## config.mk

```make
export PLATFORM = sky130hd
export DESIGN_NAME = pwm_breath_ctrl
export DESIGN_NICKNAME = d
export VERILOG_FILES = /design/src/rtl/pwm_pkg.sv /design/src/rtl/pwm_period_timer.sv /design/src/rtl/pwm_breath_ctrl.sv
export SDC_FILE = /design/constraint.sdc
export NUM_CORES = 1
export LEC_CHECK = 0
export ABC_AREA = 1
export BUFFER_PORTS_ARGS = -buffer_cell sky130_fd_sc_hd__buf_2
export CORE_ASPECT_RATIO = 0.8
export CORE_MARGIN = 2
export CORE_UTILIZATION = 55
export DETAILED_ROUTE_END_ITERATION = 12
export MAX_ROUTING_LAYER = met4
export PLACE_DENSITY = 0.71
export SLEW_MARGIN = 10
export SYNTH_ARGS = -nofsm -noshare
export SYNTH_HDL_FRONTEND = slang
export SYNTH_SLANG_ARGS = --single-unit
```

## constraint.sdc

```tcl
create_clock -name clk -period 3.38 [get_ports clk]
set_input_delay 0.169 -clock clk [delete_from_list [all_inputs] [get_ports clk]]
set_output_delay 0.169 -clock clk [all_outputs]
set_load 0.02 [all_outputs]
```

## src/rtl/pwm_pkg.sv

```systemverilog
// Shared types and sizing helpers for the PWM sequencer blocks.
package pwm_pkg;

  typedef enum logic [2:0] {
    IDLE,
    UP,
    HOLD_HI,
    DOWN,
    HOLD_LO
  } breath_state_e;

  // Width that holds any count up to the larger of the two period limits.
  function automatic int unsigned cnt_width(input int unsigned periods_per_step,
                                            input int unsigned hold_periods);
    int unsigned m;
    m = (periods_per_step > hold_periods) ? periods_per_step : hold_periods;
    return $clog2(m + 1);
  endfunction

endpackage

```

## src/rtl/pwm_period_timer.sv

```systemverilog
// Free-running shadow of the PWM driver counter; flags the last clock of each period.
module pwm_period_timer #(
  parameter int unsigned CNTR_LEN = 8
) (
  input  logic clk,
  input  logic rst,
  output logic period_tick
);

  logic [CNTR_LEN-1:0] pcnt_q, pcnt_d;

  always_comb begin
    pcnt_d = pcnt_q + CNTR_LEN'(1);
  end

  always_ff @(posedge clk or posedge rst) begin
    if (rst) pcnt_q <= '0;
    else     pcnt_q <= pcnt_d;
  end

  assign period_tick = (pcnt_q == '1);

endmodule

```

## src/rtl/pwm_breath_ctrl.sv

```systemverilog
// Breathing-ramp sequencer for a PWM driver: duty moves only on period boundaries.
module pwm_breath_ctrl
  import pwm_pkg::*;
#(
  parameter int unsigned CNTR_LEN         = 8,
  parameter int unsigned STEP             = 1,
  parameter int unsigned PERIODS_PER_STEP = 4,
  parameter int unsigned HOLD_PERIODS     = 16
) (
  input  logic                clk,
  input  logic                rst,
  input  logic                en,
  input  logic [CNTR_LEN-1:0] max_level,
  output logic [CNTR_LEN-1:0] compare,
  output logic                period_tick,
  output logic                busy,
  output logic                cycle_done
);

  localparam int unsigned CW = cnt_width(PERIODS_PER_STEP, HOLD_PERIODS);
  localparam int unsigned W1 = CNTR_LEN + 1;
  localparam logic [CW-1:0] DIV_LAST  = CW'(PERIODS_PER_STEP - 1);
  localparam logic [CW-1:0] HOLD_LAST = CW'(HOLD_PERIODS - 1);
  localparam logic [W1-1:0] STEP_W    = W1'(STEP);

  breath_state_e       state_q, state_d;
  logic [CNTR_LEN-1:0] compare_q, compare_d;
  logic [CNTR_LEN-1:0] peak_q, peak_d;
  logic [CW-1:0]       div_q, div_d;
  logic [CW-1:0]       hold_q, hold_d;
  logic                busy_q, busy_d;
  logic                done_q, done_d;

  logic [W1-1:0]       sum;
  logic [CNTR_LEN-1:0] up_val;
  logic [CNTR_LEN-1:0] dn_val;
  logic                div_last;
  logic                hold_last;

  pwm_period_timer #(
    .CNTR_LEN(CNTR_LEN)
  ) u_timer (
    .clk        (clk),
    .rst        (rst),
    .period_tick(period_tick)
  );

  always_comb begin
    state_d   = state_q;
    compare_d = compare_q;
    peak_d    = peak_q;
    div_d     = div_q;
    hold_d    = hold_q;
    done_d    = 1'b0;

    // Sum is one bit wider than compare so the clamp sees overflow instead of a wrap.
    sum       = {1'b0, compare_q} + STEP_W;
    up_val    = (sum > {1'b0, peak_q}) ? peak_q : sum[CNTR_LEN-1:0];
    dn_val    = ({1'b0, compare_q} > STEP_W) ? (compare_q - STEP_W[CNTR_LEN-1:0]) : '0;
    div_last  = (div_q == DIV_LAST);
    hold_last = (hold_q == HOLD_LAST);

    if (period_tick) begin
      unique case (state_q)
        IDLE: begin
          if (en) begin
            peak_d  = max_level;
            div_d   = '0;
            state_d = UP;
          end
        end
        UP: begin
          if (!en) begin
            div_d   = '0;
            state_d = DOWN;
          end else if (div_last) begin
            div_d     = '0;
            compare_d = up_val;
            if (up_val == peak_q) begin
              hold_d  = '0;
              state_d = HOLD_HI;
            end
          end else begin
            div_d = div_q + CW'(1);
          end
        end
        HOLD_HI: begin
          if (!en || hold_last) begin
            div_d   = '0;
            state_d = DOWN;
          end else begin
            hold_d = hold_q + CW'(1);
          end
        end
        DOWN: begin
          if (div_last) begin
            div_d     = '0;
            compare_d = dn_val;
            if (dn_val == '0) begin
              hold_d  = '0;
              state_d = en ? HOLD_LO : IDLE;
            end
          end else begin
            div_d = div_q + CW'(1);
          end
        end
        HOLD_LO: begin
          // The breath completes on the final hold tick even if en has just dropped.
          if (hold_last) begin
            done_d = 1'b1;
            if (en) begin
              peak_d  = max_level;
              div_d   = '0;
              state_d = UP;
            end else begin
              state_d = IDLE;
            end
          end else if (!en) begin
            state_d = IDLE;
          end else begin
            hold_d = hold_q + CW'(1);
          end
        end
        default: state_d = IDLE;
      endcase
    end

    busy_d = (state_d != IDLE);
  end

  always_ff @(posedge clk or posedge rst) begin
    if (rst) begin
      state_q   <= IDLE;
      compare_q <= '0;
      peak_q    <= '0;
      div_q     <= '0;
      hold_q    <= '0;
      busy_q    <= 1'b0;
      done_q    <= 1'b0;
    end else begin
      state_q   <= state_d;
      compare_q <= compare_d;
      peak_q    <= peak_d;
      div_q     <= div_d;
      hold_q    <= hold_d;
      busy_q    <= busy_d;
      done_q    <= done_d;
    end
  end

  assign compare    = compare_q;
  assign busy       = busy_q;
  assign cycle_done = done_q;

endmodule

```

==> flow_metrics.tcl <==
set metrics [dict create \
    dieArea_um2 5730 \
    die_w_um 84.2 \
    final_cell_mix "nand2_1, inv_1, nor2_1" \
    nets 450 \
    core_area_um2 4980 \
    hold_viol 0 \
    place_congestion 0.897 \
    yosys_register_bits 39 \
    min_period_over_period_pct 92.1 \
    rows 23 \
    final_common_cell "nand2_1" \
    antenna_found_initial 0 \
    hold_path.class "in2reg" \
    routed_wl_um 6040 \
    finalCriticalPeriod_ps 3110 \
    cap_violations 0 \
    grt_pass1_vias 2141 \
    area_growth_pct 12.0 \
    synth_warnings 0 \
    cts_tree "yes" \
    synth_fp_nets 421 \
    syn_inst 395 \
    critPathCaptureType "register" \
    power_density_nw_per_um2 285 \
    clock.fmax_mhz 321 \
    clock_latency_ps 300 \
    drc 0 \
    seq_area_frac_synth_pct 34.5 \
    crit_required_ps 3580 \
    synth_edf_count 0 \
    p_leak_nw 1.65 \
    vias 2500 \
    clock_path_buffers 2 \
    fin_ws_ps 268 \
    cts.sinks 39 \
    n_fill_cell 460 \
    crit_arrival_ps 3310 \
    overflow 0 \
    drt-vias-per-instance 5.13 \
    crit_type "reg2reg" \
    dp_hpwl_um 4560 \
    setup_viol 0 \
    pre_cts_ws_ps 202 \
    clk_pin_slew_ps 90 \
    yosys.cell_types.count 36 \
    synth_flop_cell "dfrtp_1" \
    antennaDiodeCount 0 \
    drt_iter0_drc 149 \
    ff_latch_area_um2 977 \
    ir_drop_v 0.000211 \
    grt_max_degree 40 \
    ctsRootBufferMaster "clkbuf_8" \
    io_pins 22 \
    synthArstFlopShare_pct 100 \
    synthesis.area_um2 2830 \
    drive_above_1_share_pct 15.5 \
    postSynthAreaPerCell_um2 7.16 \
    ant_nets 0 \
    maxSlewViolCount 0 \
    routedWlPerCell_um 12.4 \
    initial_core_util_pct 56.8 \
    r2r_setup_slack_ps 270 \
    dr.pass1.iters 4 \
    setup_tns_ps 0 \
    grt_pass1_wl_um 10300 \
    multiInputGateArea_um2 1580 \
    crit_fanout 16 \
    tightest_slew_ps 503 \
    cts_htree_levels 2 \
    cts_buffers 5 \
    dieHeight_um 68.1 \
    startpoint_type "register" \
    fin_skew_ps 9.37 \
    status "finished, final reports clean" \
    io_buffers 21 \
    grt_setup_unrepaired "no" \
    grt_usage_pct 23.8 \
    relSlewSlack_pct 66.5 \
]
==> synth_stat cells, types with 4 or more instances <==
library cell  instances  area share [%]
o21ai_0              22             3.9
nand2_2               5             1.1
nor3_1                4            0.71
inv_2                 6            0.80
a21oi_1              17             3.0
nor3_2                4             1.4
dfrtp_1              39              35
ha_1                 15             6.6
a211oi_1              4             1.1
xor2_1               14             4.3
nand2_1              76              10
nand4_1               5             1.1
nor2_1               52             6.9
nand3_1              35             6.2
inv_1                61             8.1
==> where the power goes <==
| group | total [W] | internal, W | leakage [nW] | switching (W) |
|---|---|---|---|---|
| Sequential | 0.000470 | 0.000469 | 0.426 | 0.00000154 |
| Combinational | 0.0000241 | 0.00000816 | 1.16 | 0.0000160 |
| Clock | 0.000408 | 0.000224 | 0.0587 | 0.000184 |
| Total | 0.000902 | 0.000701 | 1.65 | 0.000201 |
==> layout make-up <==
cell class / instances / share of cell area, %
clock buffer: 5 / 2.17
clock inverter: 3 / 1.50
inverter: 67 / 7.94
multi-input combinational: 282 / 49.8
sequential: 39 / 30.9
tap: 62 / 2.45
timing repair buffer: 29 / 5.29
==> through the flow <==
step | instance area (um2) | std cells | hold WS (ps) | util [%] | total power (W)
5_1_grt | 3170 | 487 | 106 | 63.6 | 0.000937
4_1_cts | 3130 | 485 | 101 | 62.9 | 0.000914
3_3_place_gp | 3000 | 476 | 321 | 60.3 | 0.000503
3_5_place_dp | 3000 | 476 | 318 | 60.3 | 0.000504
6_report | 3170 | 487 | 108 | 63.6 | 0.000902
2_1_floorplan | 2830 | 395 | 328 | - | 0.000492
==> per-layer routing <==
metal / vias up / track usage (%) / wire (um)
met2: 56 / 31.7 / 2370
li1: 1327 / - / -
met1: 1111 / 36.2 / 3260
met5: - / - / 0
met3: 6 / 4.83 / 354
met4: 0 / 6.65 / 59
==> what timing repair did <==
action	CTS	global route
setup endpoints to repair	0	8
endpoints found under the hold margin	37	0
gates resized for setup	0	3
buffers inserted	0	1
hold buffers	1	0
==> path summary, 6_finish.rpt <==
check | from | to | cells past startpoint
max | compare[1] | busy | 22
min | max_level[6] | peak_q[6] | 3
max reg2reg | compare[1] | busy | 22
min reg2reg | u_timer.pcnt_q[0] | u_timer.pcnt_q[0] | 1
max in group asynchronous | rst | compare[1] | 4
min in group asynchronous | rst | hold_q[1] | 4
==> worst max-delay path, stage by stage (launching register included) <==
cell	delay, ps
dfrtp_2	420
ha_1	220
nand2_2	80
nor2_4	120
inv_1	60
nor2_2	160
xor2_2	210
ha_1	270
and3_1	180
nand4_1	200
nand2_8	130
nand3_1	90
nand2_1	50
nor2_1	120
nand2_1	100
nor2_1	110
nand2_1	70
nand2_1	60
nand2_1	50
nand2_1	50
nand2_1	60
a21oi_2	140
nand2_1	70
==> flip-flops by register name, summed over array words and instances, names as in the netlist <==
name,count
compare,8
peak_q,8
u_timer.pcnt_q,8
div_q,5
hold_q,5
state_q,3
busy,1
cycle_done,1
==> kinds of logic (layout without fill, tap and decap cells) <==
kind of cell | Yosys count | in the layout | synth area share (%)
AOI/OAI and AO/OA | 57 | 57 | 11.4
xor gates and xnor gates | 14 | 14 | 4.34
adders and majority gates | 15 | 15 | 6.64
buffers and inverters | 75 | 104 | 10.7
DFF | 39 | 39 | 34.5
and+or+nand+nor | 195 | 196 | 32.4
No activity file was read; power rests on OpenSTA's default activity.
